**src/rtl/code_lock.sv**
```systemverilog
// Keypad door lock: edge-detected start/done/keys, CODE_LEN-digit compare, timed result LEDs, lockout.
// Define CODE_LOCK_TIMEOUT_EN to fail an entry after TIMEOUT_CYCLES without key activity.
module code_lock #(
  parameter int                    CODE_LEN       = 4,
  parameter int                    NUM_KEYS       = 10,
  parameter logic [4*CODE_LEN-1:0] CODE           = 16'h1234,
  parameter int                    LED_ON_PERIOD  = 300,
  parameter int                    MAX_TRIES      = 3,
  parameter int                    LOCKOUT_CYCLES = 1000,
  parameter int                    TIMEOUT_CYCLES = 500
) (
  input  logic                            clk,
  input  logic                            rst,
  input  logic                            start,
  input  logic                            done,
  input  logic [NUM_KEYS-1:0]             button,
  output logic [1:0]                      led,
  output logic                            lockout,
  output logic [$clog2(CODE_LEN+2)-1:0]   digit_cnt
);

  localparam int DW   = $clog2(CODE_LEN + 2);
  localparam int TMAX = (LED_ON_PERIOD > LOCKOUT_CYCLES) ? LED_ON_PERIOD : LOCKOUT_CYCLES;
  localparam int TW   = $clog2(TMAX + 1);
  localparam int FW   = $clog2(MAX_TRIES + 1);

  localparam logic [1:0] S_IDLE    = 2'd0;
  localparam logic [1:0] S_ENTRY   = 2'd1;
  localparam logic [1:0] S_SHOW    = 2'd2;
  localparam logic [1:0] S_LOCKOUT = 2'd3;

  logic [1:0]          r_state;
  logic [1:0]          r_led;
  logic                r_lockout;
  logic [DW-1:0]       r_digit_cnt;
  logic                r_mismatch;
  logic [FW-1:0]       r_fail_cnt;
  logic [TW-1:0]       r_timer;
  logic                r_start_s, r_start_q, r_done_s, r_done_q;
  logic [NUM_KEYS-1:0] r_btn_s, r_btn_q;

  logic                w_start_ev, w_done_ev, w_key_ev, w_key_multi, w_key_ok;
  logic [NUM_KEYS-1:0] w_btn_ev;
  logic [3:0]          w_key_idx, w_exp_digit;
  logic                w_timeout, w_submit, w_pass_now;

  // Pulse is high for the cycle after the first high sample of each input.
  always_ff @(posedge clk or negedge rst) begin
    if (!rst) begin
      r_start_s <= 1'b0;
      r_start_q <= 1'b0;
      r_done_s  <= 1'b0;
      r_done_q  <= 1'b0;
      r_btn_s   <= '0;
      r_btn_q   <= '0;
    end else begin
      r_start_s <= start;
      r_start_q <= r_start_s;
      r_done_s  <= done;
      r_done_q  <= r_done_s;
      r_btn_s   <= button;
      r_btn_q   <= r_btn_s;
    end
  end

  assign w_start_ev  = r_start_s & ~r_start_q;
  assign w_done_ev   = r_done_s & ~r_done_q;
  assign w_btn_ev    = r_btn_s & ~r_btn_q;
  assign w_key_ev    = |w_btn_ev;
  assign w_key_multi = |(w_btn_ev & (w_btn_ev - NUM_KEYS'(1)));

  always_comb begin
    w_key_idx   = 4'd0;
    w_exp_digit = 4'd0;
    for (int i = 0; i < NUM_KEYS; i++)
      if (w_btn_ev[i]) w_key_idx = 4'(i);
    for (int i = 0; i < CODE_LEN; i++)
      if (r_digit_cnt == DW'(i)) w_exp_digit = CODE[4*i +: 4];
  end

  assign w_key_ok = ~w_key_multi & (w_key_idx == w_exp_digit);

`ifdef CODE_LOCK_TIMEOUT_EN
  localparam int IW = $clog2(TIMEOUT_CYCLES + 1);
  logic [IW-1:0] r_idle_cnt;

  always_ff @(posedge clk or negedge rst) begin
    if (!rst)
      r_idle_cnt <= '0;
    else if (r_state != S_ENTRY || w_start_ev || w_key_ev)
      r_idle_cnt <= '0;
    else
      r_idle_cnt <= r_idle_cnt + IW'(1);
  end

  assign w_timeout = (r_state == S_ENTRY) && (r_idle_cnt == IW'(TIMEOUT_CYCLES - 1));
`else
  assign w_timeout = 1'b0;
`endif

  // A key arriving in the same cycle as the timeout counts as activity, so it wins.
  assign w_submit   = w_done_ev | (w_timeout & ~w_key_ev);
  assign w_pass_now = w_done_ev & ~r_mismatch & (r_digit_cnt == DW'(CODE_LEN));

  always_ff @(posedge clk or negedge rst) begin
    if (!rst) begin
      r_state     <= S_IDLE;
      r_led       <= 2'b00;
      r_lockout   <= 1'b0;
      r_digit_cnt <= '0;
      r_mismatch  <= 1'b0;
      r_fail_cnt  <= '0;
      r_timer     <= '0;
    end else begin
      case (r_state)
        S_IDLE: begin
          if (w_start_ev) begin
            r_state     <= S_ENTRY;
            r_digit_cnt <= '0;
            r_mismatch  <= 1'b0;
          end
        end
        S_ENTRY: begin
          if (w_start_ev) begin
            r_digit_cnt <= '0;
            r_mismatch  <= 1'b0;
          end else if (w_submit) begin
            if (w_pass_now) begin
              r_state    <= S_SHOW;
              r_led      <= 2'b10;
              r_timer    <= TW'(LED_ON_PERIOD - 1);
              r_fail_cnt <= '0;
            end else if (r_fail_cnt >= FW'(MAX_TRIES - 1)) begin
              r_state    <= S_LOCKOUT;
              r_led      <= 2'b01;
              r_lockout  <= 1'b1;
              r_timer    <= TW'(LOCKOUT_CYCLES - 1);
              r_fail_cnt <= FW'(MAX_TRIES);
            end else begin
              r_state    <= S_SHOW;
              r_led      <= 2'b01;
              r_timer    <= TW'(LED_ON_PERIOD - 1);
              r_fail_cnt <= r_fail_cnt + FW'(1);
            end
          end else if (w_key_ev) begin
            if (r_digit_cnt < DW'(CODE_LEN)) begin
              if (!w_key_ok) r_mismatch <= 1'b1;
              r_digit_cnt <= r_digit_cnt + DW'(1);
            end else begin
              r_mismatch  <= 1'b1;
              r_digit_cnt <= DW'(CODE_LEN + 1);
            end
          end
        end
        S_SHOW: begin
          if (w_start_ev) begin
            r_state     <= S_ENTRY;
            r_led       <= 2'b00;
            r_digit_cnt <= '0;
            r_mismatch  <= 1'b0;
          end else if (r_timer == '0) begin
            r_state <= S_IDLE;
            r_led   <= 2'b00;
          end else begin
            r_timer <= r_timer - TW'(1);
          end
        end
        default: begin
          if (r_timer == '0) begin
            r_state    <= S_IDLE;
            r_led      <= 2'b00;
            r_lockout  <= 1'b0;
            r_fail_cnt <= '0;
          end else begin
            r_timer <= r_timer - TW'(1);
          end
        end
      endcase
    end
  end

  assign led       = r_led;
  assign lockout   = r_lockout;
  assign digit_cnt = r_digit_cnt;

endmodule

```
**config.mk**
```make
export PLATFORM = sky130hd
export DESIGN_NAME = code_lock
export DESIGN_NICKNAME = d
export VERILOG_FILES = /design/src/rtl/code_lock.sv
export SDC_FILE = /design/constraint.sdc
export NUM_CORES = 1
export LEC_CHECK = 0
export BUFFER_PORTS_ARGS = -buffer_cell sky130_fd_sc_hd__buf_2
export CAP_MARGIN = 30
export CORE_UTILIZATION = 55
export DETAILED_ROUTE_END_ITERATION = 10
export MAX_ROUTING_LAYER = met4
export PLACE_DENSITY = 0.76
export SYNTH_ARGS = -nofsm -noshare
export SYNTH_HDL_FRONTEND = slang
export SYNTH_SLANG_ARGS = --single-unit
```
**constraint.sdc**
```tcl
create_clock -name clk -period 2.3 [get_ports clk]
set_input_delay 0.115 -clock clk [delete_from_list [all_inputs] [get_ports clk]]
set_output_delay 0.115 -clock clk [all_outputs]
set_load 0.1 [all_outputs]
```
Word level (Yosys, flattened, before mapping) --
Index checks and enable logic that the tools add are counted.
Storage, ports and cells: register bits 45, input bits 14, output and inout bits 6, logic and storage cells 124
Cells by class: add/subtract/negate cells 4, magnitude comparators 2, equality and inequality tests 17, mux-type cells 59, bitwise gates (word level) 14, reductions and logical operators 15
Operators with widths (count):
- $mux W10 | 6
- $mux W4 | 11
- $mux W2 | 15
- $pmux W10 S3 | 1
- $and A10 B10 Y10 | 2
- $reduce_or A10 Y1 | 2
- $sub A10 B1 Y10 const B | 2
- $mux W3 | 6
- $mux W1 | 14
- $ne A2 B2 Y1 const B | 6
- $pmux W2 S3 | 2
- $reduce_and A4 Y1 | 3
- $logic_not A10 Y1 | 1
- $not A10 Y10 | 1
- $eq A3 B2 Y1 const B | 2
- $ne A3 B3 Y1 const B | 2
- $not A1 Y1 | 6
- $pmux W3 S2 | 1
- $reduce_and A3 Y1 | 2
- $reduce_and A6 Y1 | 1
- $and A1 B1 Y1 | 5
- $reduce_and A5 Y1 | 1
- $eq A4 B4 Y1 | 1
- $ne A4 B4 Y1 const B | 1
- other kinds (15) | 17

Logic depth before layout (Yosys ltp) --
Gate-level depths: netlist of run 1.
word-level depth 19, depth in mapped cells 10, depth with buffers taken out 8

Worst setup path before layout of run 1 --
OpenSTA, ideal clock, no wires.
path type register to register, start register r_digit_cnt[0] (netlist: digit_cnt[0]), end register r_mismatch, library setup time 0.129 ns, data arrival time 2.009 ns, data required time 2.171 ns, slack 0.162 ns, cell stages (with the launch flop) 8, path buffers 0, period minus slack after synthesis 2.138 ns, cell sequence dfrtp_1 > inv_1 > ha_1 > nor2_1 > nand3_1 > o31a_1 > o22ai_1 > a31oi_1
Between the ends: cells in the longest elaborated chain, start to end 9, elaborated cells between the ends (all ways) 18, those cells by class order compare (1); eq/ne (5); mux (9); bitwise (1); reduce/logical (2)
Ends and longest elaborated chain:
- from (decl) | line 35 | logic [DW-1:0] r_digit_cnt;
- from (signal assigned) | line 148 | r_digit_cnt <= r_digit_cnt + DW'(1);
- from (signal assigned) | line 151 | r_digit_cnt <= DW'(CODE_LEN + 1);
- $logic_not A3 Y1 | line 78 | if (r_digit_cnt == DW'(i)) w_exp_digit = CODE[4*i +: 4];
- $mux W3 | line 78
- $mux W4 (3 in a row) | line 78
- $eq A4 B4 Y1 | line 81 | assign w_key_ok = ~w_key_multi & (w_key_idx == w_exp_digit);
- $and A1 B1 Y1 | line 81
- $ne A4 B4 Y1 (no source line)
- $reduce_and A5 Y1 (no source line)
- to (signal assigned) | line 111 | r_mismatch <= 1'b0;
- to (signal assigned) | line 120 | r_mismatch <= 1'b0;
- to (signal assigned) | line 126 | r_mismatch <= 1'b0;
- to (decl) | line 36 | logic r_mismatch;
Several ways; a longest one is shown, not always the timed one. The select of a mux whose other input is x is not followed. A chain may end at the register's enable or synchronous reset.

Worst setup path after layout of run 1 --
start register r_state[0], end register r_timer[9]
Between the ends: cells in the longest elaborated chain, start to end 3, elaborated cells between the ends (all ways) 9, those cells by class eq/ne (5); mux (1); bitwise (1); reduce/logical (2)
Ends and longest elaborated chain:
- from (decl) | line 32 | logic [1:0] r_state;
- from (signal assigned) | line 107 | r_state <= S_IDLE;
- from (signal assigned) | line 118 | r_state <= S_ENTRY;
- from (signal assigned) | line 129 | r_state <= S_SHOW;
- $eq A2 B1 Y1, or another cell as far along | line 115 | case (r_state)
- $ne A2 B2 Y1 (no source line) or $not A1 Y1 (tied branches)
- $reduce_and A4 Y1 (no source line)
- to (signal assigned) | line 131 | r_timer <= TW'(LED_ON_PERIOD - 1);
- to (signal assigned) | line 137 | r_timer <= TW'(LOCKOUT_CYCLES - 1);
- to (signal assigned) | line 142 | r_timer <= TW'(LED_ON_PERIOD - 1);
- to (decl) | line 38 | logic [TW-1:0] r_timer;
Several ways; a longest one is shown, not always the timed one.

==> key figures, run 1 <==
Status
  – Outcome: completed

Drt
  – Detailed-route via count: 1,790
  – Number of iterations in the first detailed-routing pass: 6
  – First DRT Iteration DRCs: 94
  – Routed length per instance: 13.5 µm
  – Vias per inst: 5.63
  – ANT nets after route: 0
  – Post-route DRC violation count: 0
  – Wire length reported by the detailed router: 4.30 mm

Pwr
  – Leakage power: 1.15 nW
  – Ratio of total power to cell area: 1140 mW/mm²
  – Net Switching: 1.33 mW
  – Clock network power share: 0.152
  – Share of power burned in registers: 0.371
  – Internal power contribution: 1.72 mW
  – Switching share of power: 0.436
  – Share of power burned in combinational logic: 0.477
  – Worst IR Drop VDD: 831 µV

Clock tree
  – Number of buffers on the longest clock path: 2
  – Clock root buffer: clkbuf_8
  – Worst-skew pair later-pin latency: 0.30 ns
  – Clk pin slew, worst setup/hold paths: 0.08 ns
  – TritonCTS Buffers: 5
  – Clock tree sinks: 45
  – Clock tree from TritonCTS: done
  – Maximum level of the CTS H-tree: 2

Timing
  – Transition time of the tightest slew-check pin: 0.508 ns
  – Pins over their slew limit: 0
  – Number of setup violations in the final report: 0
  – Maximum frequency from static timing analysis: 0.479 GHz
  – Headroom to the max-slew limit: 0.661
  – Final Hold Violating Endpoints: 0
  – Worst hold slack after final layout: 0.258 ns
  – Fin Setup TNS: 0 ns
  – Final min period: 2.09 ns
  – Post-route clock period utilization: 0.908
  – Setup repair after global routing missed its margin: false
  – Worst Clk Skew: 0.00370 ns

Die
  – Initial core utilization: 0.569
  – Number of top-level design ports: 20
  – Height of the die: 66.3 µm
  – Core Box Area: 0.00400 mm²
  – Row cnt: 23
  – Die area: 0.00440 mm²
  – Horiz. Die Dim: 66.3 µm

Synth
  – Prevailing post-synth register cell: dfrtp_1
  – Mapped cell area: 0.00228 mm²
  – EDFF count, synth: 0
  – Ys Warns: 0
  – Mean instance size in the synthesized netlist: 10.1 µm²
  – Count of mapped cells out of synthesis: 226
  – Synthesized net count: 250
  – Seq cells post-synth: 45
  – Share of synthesized registers carrying an async set or reset: 1.00
  – Number of different library cells in the post-synthesis netlist: 46
  – Fraction of the yosys area taken by sequential cells: 0.495

Worst setup path
  – Kind of critical path: register to register
  – CP Max Fanout: 9
  – Kind of end point of the critical path: register
  – Cell at the slowest stage of the critical path: dfrtp_1
  – CP arrival: 2.28 ns
  – Required time at the worst-slack endpoint: 2.49 ns
  – CP Cell Sequence: inv_1 > ha_1 > nor2_1 > o221a_4 > o21ai_4 > nor3_1 > a21o_1 > a221o_1
  – Kind of start point of the critical path: register
  – Crit-path max cell delay: 0.45 ns

GRT
  – Wire length of the first global-routing pass: 7.25 mm
  – Number of antenna violations at the first check in global routing: 0
  – Number of global-route vias before repair: 1,613
  – Pin count of the biggest net entering global routing: 46
  – Congestion Overflow GR: 0
  – Overall track demand over capacity in global routing: 0.231

Job
  – Max-cap check violation count: 0

Placement
  – Hpwl dp: 2.95 mm
  – Count of port buffers added during placement: 19
  – Final weighted congestion of routability-driven global placement: 0.887

Finish
  – Share of cells above drive strength 1: 0.168
  – Fill cells: 312
  – Syn-to-layout area delta: 17.6%
  – Nets: 291
  – Diode insertion count for antenna repair: 0

Min path
  – Worst hold path type: input pin to async pin
[cells in the final DEF (no fill, tap or decap), types with 3 or more instances in the layout]
cell,netlist,routed
dfrtp_1,45,45
nand2_1,24,24
a21oi_1,20,20
buf_2,1,19
o21ai_0,18,18
nor2_1,14,14
dlygate4sd3_1,0,13
inv_1,12,12
ha_1,10,10
nor3_1,9,9
nor2b_1,8,8
nand3_1,7,7
nand2b_1,6,6
buf_4,0,6
clkbuf_8,0,5
o22ai_1,4,4
and2b_1,3,3
xnor2_1,3,3
a32o_1,3,3
[critical path: cells and delay by family, from the launching register on]
family / cells / cell delay, ns
flip-flops: 1 / 0.45
adder cells (fa/ha/maj): 1 / 0.36
buffers and inverters: 1 / 0.13
AO/OA/AOI/OAI: 4 / 0.83
AND/OR/NAND/NOR: 2 / 0.19
[flip-flops by register name, indices dropped and copies added (netlist names)]
| name | count |
|---|---|
| r_timer | 10 |
| r_start_s | 1 |
| led | 2 |
| r_done_s | 1 |
| r_btn_q | 10 |
| lockout | 1 |
| r_start_q | 1 |
| r_state | 2 |
| r_btn_s | 10 |
| digit_cnt | 3 |
| r_mismatch | 1 |
| r_done_q | 1 |
| r_fail_cnt | 2 |
[metrics by stage]
step / util / area (µm²) / power, mW / worst slack, ns / instances
after floorplan: - / 2280 / 2.27 / 0.162 / 226
after global placement: 0.611 / 2440 / 2.54 / 0.296 / 296
after detailed placement: 0.611 / 2440 / 2.57 / 0.228 / 296
after CTS: 0.662 / 2650 / 3.05 / 0.220 / 316
after global routing: 0.670 / 2680 / 3.28 / 0.0273 / 318
final: 0.670 / 2680 / 3.05 / 0.211 / 318
[cells by family after synthesis]
kind of cell,share of synthesized area
AO/OA/AOI/OAI,0.186
XOR/XNOR,0.0154
AND/OR/NAND/NOR,0.202
multiplexers,0.00989
adder cells (fa/ha/maj),0.0549
flip-flops,0.495
buffers and inverters,0.0368
[timing repair]
item                                    CTS  global route
hold buffers                             12             1
buffers inserted                          0             0
hold endpoints to repair                 12            16
endpoints found under the setup margin    0             1
gates resized for setup                   0             1
[area by class of cell]
type / instances / area (µm²) / area share
Sequential cell: 45 / 1130 / 0.420
Clock inverter: 2 / 10.0 / 0.00374
Tap cell: 50 / 62.6 / 0.0234
Timing Repair Buffer: 39 / 290 / 0.108
Clock buffer: 6 / 72.6 / 0.0271
Multi-Input combinational cell: 163 / 1070 / 0.399
Inverter: 13 / 48.8 / 0.0182
[metal layers]
metal,vias to the layer above,share of wire,GRT usage,wire length [µm]
met5,-,0,-,0
met4,0,0.020,0.0931,84
met3,11,0.050,0.0448,213
met2,70,0.48,0.365,2080
met1,816,0.45,0.294,1930
li1,893,-,-,-
[path summary, 6_finish.rpt]
path	startpoint	endpoint	slack, ns	depth (start not counted)
setup / recovery	r_state[0]	r_timer[9]	0.21	8
hold / removal	rst	r_timer[3]	0.26	2
setup reg to reg	r_state[0]	r_timer[9]	0.21	8
hold reg to reg	r_btn_s[9]	r_btn_q[9]	0.37	0
max in group asynchronous	rst	r_btn_s[3]	1.57	3
min in group clk	r_btn_s[9]	r_btn_q[9]	0.37	0
[power by group through the flow]
stage                     logic (mW)  clock network, mW  registers, mW
after CTS                       1.45              0.476           1.13
after detailed placement        1.42                  0           1.14
after floorplan                0.924                  0           1.34
after global placement          1.41                  0           1.13
after global routing            1.61              0.505           1.16
final                           1.46              0.463           1.13
[synth_stat cells, drive strengths merged, types with 4 or more instances]
cell | number | share of area
nor2b | 9 | 0.026
dfrtp | 45 | 0.49
ha | 10 | 0.055
o21ai | 19 | 0.047
nand2b | 6 | 0.016
inv | 13 | 0.021
nand3 | 8 | 0.020
nor3 | 11 | 0.029
nand2 | 24 | 0.040
a21oi | 20 | 0.044
o22ai | 4 | 0.011
nor2 | 14 | 0.023
Power figures use the tool's default switching activity.
==> inputs of run 2 (changes only) <==
==> config.mk (replaced) <==
export PLATFORM = sky130hd
export DESIGN_NAME = code_lock
export DESIGN_NICKNAME = d
export VERILOG_FILES = /design/src/rtl/code_lock.sv
export SDC_FILE = /design/constraint.sdc
export NUM_CORES = 1
export LEC_CHECK = 0
export CAP_MARGIN = 30
export CORE_UTILIZATION = 55
export DETAILED_ROUTE_END_ITERATION = 10
export DONT_BUFFER_PORTS = 1
export MAX_ROUTING_LAYER = met4
export PLACE_DENSITY = 0.72
export SLEW_MARGIN = 20
export SYNTH_ARGS = -nofsm -noshare
export SYNTH_HDL_FRONTEND = slang
export SYNTH_SLANG_ARGS = --single-unit
==> run 2 against run 1 <==
  * Critical path depth fell by 2
  * Largest power group unchanged
  * Global-route usage down 1.2 points
  * Highest routed layer unchanged
  * Worst setup slack lost 0.061 ns
  * Flip-flop and latch count stayed put
  * Sequential power increased by 4%
  * Clock skew increased by 0.0023 ns
  * Total power rose by 0.11%
  * Sequential share of layout area up 1.0 points
  * Routed wire length shrank 4.7%
  * Largest cell class unchanged
==> key figures, run 2 (synthesis gave the netlist of run 1 again) <==
Drt
  – Number of iterations in the first detailed-routing pass: 4 (-2)
  – Routed length per instance: 13.5 µm (about the same)
  – Wire length reported by the detailed router: 4.10 mm (-4.7%)
  – ANT nets after route: 0 (unchanged)
  – Detailed-route via count: 1,719 (-4.0%)
  – Vias per inst: 5.67 (+0.79%)
  – First DRT Iteration DRCs: 140 (+49%)
  – Post-route DRC violation count: 0 (unchanged)

Pwr
  – Worst IR Drop VDD: 914 µV (+10%)
  – Leakage power: 1.09 nW (-5.7%)
  – Switching share of power: 0.437 (+0.00110)
  – Net Switching: 1.34 mW (+0.36%)
  – Clock network power share: 0.152 (about the same)
  – Internal power contribution: 1.72 mW (about the same)
  – Share of power burned in registers: 0.387 (+0.016)
  – Ratio of total power to cell area: 1170 mW/mm² (+2.6%)
  – Share of power burned in combinational logic: 0.461 (-0.016)

Die
  – Horiz. Die Dim: 66.3 µm (unchanged)
  – Initial core utilization: 0.569 (unchanged)
  – Number of top-level design ports: 20 (unchanged)
  – Height of the die: 66.3 µm (unchanged)
  – Die area: 0.00440 mm² (unchanged)
  – Row cnt: 23 (unchanged)
  – Core Box Area: 0.00400 mm² (unchanged)

Worst setup path
  – Required time at the worst-slack endpoint: 2.48 ns (about the same)
  – End of the worst register-to-register path: r_fail_cnt[0]
  – Kind of start point of the critical path: register
  – Worst reg-to-reg path cell count: 6 (-2)
  – CP arrival: 2.33 ns (+0.05 ns)
  – Kind of critical path: register to register
  – Kind of end point of the critical path: register
  – CP Max Fanout: 7 (-2)
  – Flop-to-flop setup slack: 0.15 ns (-0.06 ns)
  – RR Startpoint: r_timer[1]

Timing
  – Final Hold Violating Endpoints: 0 (unchanged)
  – Headroom to the max-slew limit: 0.398 (-0.263)
  – Pins over their slew limit: 0 (unchanged)
  – Maximum frequency from static timing analysis: 0.465 GHz (-2.9%)
  – Worst Clk Skew: 0.00604 ns (+0.00234 ns)
  – Setup repair after global routing missed its margin: false
  – Transition time of the tightest slew-check pin: 0.903 ns (+0.395 ns)
  – Post-route clock period utilization: 0.935 (+0.0267)
  – Fin Setup TNS: 0 ns (unchanged)
  – Setup slack after layout: 0.149 ns (-0.0613 ns)
  – Final min period: 2.15 ns (+0.0613 ns)
  – Number of setup violations in the final report: 0 (unchanged)

Placement
  – Hpwl dp: 2.88 mm (-2.3%)
  – Count of port buffers added during placement: 0 (-19)
  – Final weighted congestion of routability-driven global placement: 0.858 (-3.3%)
  – Cell count after placement: 281 (-5.1%)
  – Worst setup slack after placement: 0.160 ns (-0.0678 ns)

Finish
  – Total area of multi-input combinational cells: 0.00107 mm² (-0.12%)
  – Post-Route Utilization: 0.653 (-0.0163)
  – Non-filler instance count after layout: 303 (-4.7%)
  – Diode insertion count for antenna repair: 0 (unchanged)
  – Fill cells: 312 (unchanged)
  – Nets: 276 (-5.2%)
  – Top Registers: r_btn_q x10, r_btn_s x10, r_timer x10
  – Most common cell after layout, fill and taps aside: dfrtp_1
  – Leading cell types in the layout, fill and taps excluded: dfrtp_1 (45), nand2_1 (24), a21oi_1 (20)
  – Syn-to-layout area delta: 14.8%
  – Share of cells above drive strength 1: 0.115 (-0.0533)
  – FF/Latch Area: 0.00113 mm² (unchanged)

GRT
  – Number of global-route vias before repair: 1,564 (-3.0%)
  – Pin count of the biggest net entering global routing: 46 (unchanged)
  – Overall track demand over capacity in global routing: 0.219 (-0.0125)
  – Wire length of the first global-routing pass: 6.97 mm (-3.8%)
  – Number of antenna violations at the first check in global routing: 0 (unchanged)
  – Congestion Overflow GR: 0 (unchanged)

Clock tree
  – Post_cts resized: 0 (unchanged)
  – Clock tree sinks: 45 (unchanged)
  – Clk pin slew, worst setup/hold paths: 0.08 ns (about the same)
  – Number of buffers on the longest clock path: 2 (unchanged)
  – Clock root buffer: clkbuf_8
  – Maximum level of the CTS H-tree: 2 (unchanged)
  – Clock tree from TritonCTS: done
  – Worst-skew pair later-pin latency: 0.29 ns (about the same)
  – TritonCTS Buffers: 5 (unchanged)

Status
  – Outcome: completed

Job
  – Max-cap check violation count: 0 (unchanged)

Min path
  – Worst hold path type: input pin to async pin
## run 2: changes by cell type in the layout (fill, tap and decap cells not counted), sizes merged
| cell | delta |
|---|---|
| buf | -15 |
| clkinv | -2 |
| clkbuf | +1 |
| clkinvlp | +1 |
## run 2: critical path, cell delays in order (launching register included)
cell and delay (ns):
dfrtp_1 0.43, inv_1 0.07, ha_1 0.17, nor3b_4 0.26
nand3_2 0.23, a2111oi_4 0.48, mux2_2 0.38
## run 2: how the worst max path moves through the flow
stage | startpoint | to | cells past startpoint | slack (ns)
after CTS | r_timer[1] | r_fail_cnt[0] | 6 | 0.15
after global placement | r_timer[0] | r_fail_cnt[0] | 6 | 0.24
final | r_timer[1] | r_fail_cnt[0] | 6 | 0.15
after global routing | r_timer[1] | r_fail_cnt[0] | 6 | 0.06
after detailed placement | r_timer[1] | r_fail_cnt[0] | 6 | 0.16
after floorplan | digit_cnt[0] | r_mismatch | 7 | 0.16
## run 2: repair_timing
item | 4_1_cts | 5_1_grt
hold buffers | 14 | 0
hold endpoints to repair | 57 | 0
setup buffers | 0 | 0
## run 2: final cells by class
type / count / share of cell area
flip-flops and latches: 45 / 0.431
multi-input cells: 163 / 0.408
repair buffers: 24 / 0.0862
clock buffers: 7 / 0.0292
well taps: 50 / 0.0239
inverters: 13 / 0.0187
clock inverters: 1 / 0.00287
## run 2: stage by stage
step | hold WS (ns) | cell area, µm² | power [mW]
floorplan | -0.181 | 2280 | 2.27
global placement | -0.179 | 2380 | 2.53
detailed placement | -0.179 | 2380 | 2.56
CTS | 0.315 | 2610 | 3.07
global route | 0.313 | 2610 | 3.29
finish | 0.291 | 2610 | 3.05
## run 2: routing by layer
layer	share of wire	GRT usage	up-vias
met4	0.014	0.0851	0
li1	-	-	859
met3	0.031	0.0483	5
met1	0.50	0.292	822
met5	0	-	-
met2	0.46	0.325	33
## run 2: power groups by stage
stage / logic (mW) / clock network [mW] / registers [mW]
after detailed placement: 1.37 / 0 / 1.19
after floorplan: 0.924 / 0 / 1.34
after global placement: 1.34 / 0 / 1.19
after global routing: 1.55 / 0.526 / 1.21
after CTS: 1.41 / 0.480 / 1.18
final: 1.41 / 0.464 / 1.18
==> inputs of run 3 (changes only) <==
--- a/config.mk
+++ b/config.mk
@@ -10,7 +10,7 @@
 export DETAILED_ROUTE_END_ITERATION = 10
 export DONT_BUFFER_PORTS = 1
 export MAX_ROUTING_LAYER = met4
-export PLACE_DENSITY = 0.72
+export PLACE_DENSITY_LB_ADDON = 0.2
 export SLEW_MARGIN = 20
 export SYNTH_ARGS = -nofsm -noshare
 export SYNTH_HDL_FRONTEND = slang
==> run 3 against run 2 <==
  * Clock-buffer cell count unchanged
  * Non-clock buffer count unchanged
  * Total power up 4.8%
  * Highest routed layer unchanged
==> key figures, run 3 (synthesis gave the netlist of run 1 again) <==
Status
  – Outcome: completed

Drt
  – Amount of wire on met2 after detailed routing: 1.88 mm (-0.11%)
  – Met3 Wirelength: 139 µm (+10%)
  – Max layer used: met4
  – M1 wire length: 2.10 mm (+3.2%)
  – Wire length reported by the detailed router: 4.17 mm (+1.8%)
  – ANT nets after route: 0 (unchanged)
  – Routed length per instance: 13.8 µm (+1.8%)
  – Post-route DRC violation count: 0 (unchanged)
  – Number of iterations in the first detailed-routing pass: 4 (unchanged)
  – First DRT Iteration DRCs: 101 (-28%)
  – Vias per inst: 5.63 (-0.81%)
  – Detailed-route via count: 1,705 (-0.81%)

Die
  – Horiz. Die Dim: 66.3 µm (unchanged)
  – Height of the die: 66.3 µm (unchanged)
  – Initial core utilization: 0.569 (unchanged)
  – Core Box Area: 0.00400 mm² (unchanged)
  – Number of top-level design ports: 20 (unchanged)
  – Die area: 0.00440 mm² (unchanged)
  – Row cnt: 23 (unchanged)

Finish
  – Syn-to-layout area delta: 16.2%
  – Diode insertion count for antenna repair: 0 (unchanged)
  – Most common cell after layout, fill and taps aside: dfrtp_1
  – Top Registers: r_btn_q x10, r_btn_s x10, r_timer x10
  – Leading cell types in the layout, fill and taps excluded: dfrtp_1 (45), nand2_1 (24), a21oi_1 (20)
  – Nets: 276 (unchanged)
  – Non-Filler Cell Area, Final: 0.00265 mm² (+1.2%)
  – Non-filler instance count after layout: 303 (unchanged)
  – Share of cells above drive strength 1: 0.119 (+0.00395)

Clock tree
  – Setup fix buffers added after clock tree synthesis: 0 (unchanged)
  – Number of buffers on the longest clock path: 2 (unchanged)
  – Clk pin slew, worst setup/hold paths: 0.08 ns (about the same)
  – Clock tree sinks: 45 (unchanged)
  – Clock tree from TritonCTS: done
  – TritonCTS Buffers: 5 (unchanged)
  – Worst-skew pair later-pin latency: 0.29 ns (about the same)
  – Post_cts resized: 0 (unchanged)
  – Maximum level of the CTS H-tree: 2 (unchanged)
  – Clock root buffer: clkbuf_8

GRT
  – Congestion Overflow GR: 0 (unchanged)
  – Overall track demand over capacity in global routing: 0.219 (+0.000296)
  – Number of antenna violations at the first check in global routing: 0 (unchanged)
  – Wire length of the first global-routing pass: 7.05 mm (+1.2%)
  – Number of global-route vias before repair: 1,647 (+5.3%)
  – Pin count of the biggest net entering global routing: 46 (unchanged)

Timing
  – Fin Setup TNS: 0 ns (unchanged)
  – Post-route clock period utilization: 0.923 (-0.0120)
  – Headroom to the max-slew limit: 0.398 (about the same)
  – Number of setup violations in the final report: 0 (unchanged)
  – Final min period: 2.12 ns (-0.0276 ns)
  – Setup repair after global routing missed its margin: false
  – Transition time of the tightest slew-check pin: 0.903 ns (+0.0000390 ns)
  – Maximum frequency from static timing analysis: 0.471 GHz (+1.3%)
  – Setup slack after layout: 0.177 ns (+0.0276 ns)
  – Pins over their slew limit: 0 (unchanged)
  – Worst Clk Skew: 0.00272 ns (-0.00332 ns)
  – Final Hold Violating Endpoints: 0 (unchanged)

Pwr
  – Internal power contribution: 1.86 mW (+8.2%)
  – Net Switching: 1.34 mW (+0.41%)
  – Share of power burned in registers: 0.369 (-0.018)
  – Leakage power: 1.11 nW (+1.8%)
  – Switching share of power: 0.419 (-0.0182)
  – Clock network power share: 0.187 (+0.035)
  – Worst IR Drop VDD: 817 µV (-11%)
  – Share of power burned in combinational logic: 0.445 (-0.016)
  – Ratio of total power to cell area: 1210 mW/mm² (+3.5%)

Job
  – Max-cap check violation count: 0 (unchanged)

Worst setup path
  – CP arrival: 2.30 ns (-0.03 ns)
  – Kind of start point of the critical path: register
  – Kind of critical path: register to register
  – CP Max Fanout: 7 (unchanged)
  – Required time at the worst-slack endpoint: 2.48 ns (about the same)
  – Kind of end point of the critical path: register

Placement
  – Instance area at placement: 0.00238 mm² (unchanged)
  – Cell count after placement: 281 (unchanged)
  – Hpwl dp: 2.98 mm (+3.4%)
  – Worst setup slack after placement: 0.199 ns (+0.0389 ns)
  – Final weighted congestion of routability-driven global placement: 0.882 (+2.7%)
  – Count of port buffers added during placement: 0 (unchanged)

Min path
  – Worst hold path type: input pin to async pin
-- run 3: cell types whose count changed in the layout (fill, tap and decap cells not counted) --
cell        change
clkbuf_8        +1
bufinv_16       +1
clkbuf_1        -1
clkinvlp_4      -1
-- run 3: timing repair --
action	in CTS	in global routing
hold buffers	14	0
endpoints found under the setup margin	0	0
endpoints found under the hold margin	57	0
-- run 3: through the flow --
stage | utilization | hold WS (ns) | total power [mW]
6_report | 0.662 | 0.288 | 3.20
5_1_grt | 0.662 | 0.302 | 3.44
4_1_cts | 0.662 | 0.286 | 3.21
3_5_place_dp | 0.595 | -0.179 | 2.57
3_3_place_gp | 0.595 | -0.179 | 2.54
2_1_floorplan | - | -0.181 | 2.27
-- run 3: final cells by class --
class                      count  area, µm²
multi-input combinational    163       1070
fill                         316       1350
timing repair buffer          24        225
sequential                    45       1130
clock inverter                 1       30.0
clock buffer                   7       86.3
inverter                      13       48.8
tap                           50       62.6
-- run 3: worst paths after layout --
kind	startpoint	endpoint	slack, ns	cells after the start
worst max-delay path	r_timer[0]	r_fail_cnt[0]	0.18	6
worst min-delay path	rst	r_btn_s[9]	0.29	2
worst max register to register	r_timer[0]	r_fail_cnt[0]	0.18	6
worst min register to register	r_btn_s[0]	r_btn_q[0]	0.38	0
max in group asynchronous	rst	r_state[0]	1.81	2
min in group clk	r_btn_s[0]	r_btn_q[0]	0.38	0
-- run 3: worst max-delay path, cell delays in order (launching register included) --
cell and delay, ns:
dfrtp_1 0.42, inv_1 0.07, ha_1 0.18, nor3b_4 0.26, nand3_2 0.23, a2111oi_4 0.48, mux2_2 0.37
-- run 3: metal layers --
layer  track usage  up-vias
li1              -      853
met1         0.279      812
met2         0.346       34
met3        0.0431        6
met4        0.0851        0
met5             -        -
-- run 3: power by group through the flow --
| stage | combinational (mW) | clock, mW | sequential [mW] |
|---|---|---|---|
| after floorplan | 0.924 | 0 | 1.34 |
| after global placement | 1.35 | 0 | 1.19 |
| after detailed placement | 1.37 | 0 | 1.19 |
| after CTS | 1.42 | 0.617 | 1.18 |
| after global routing | 1.58 | 0.651 | 1.21 |
| final | 1.42 | 0.598 | 1.18 |
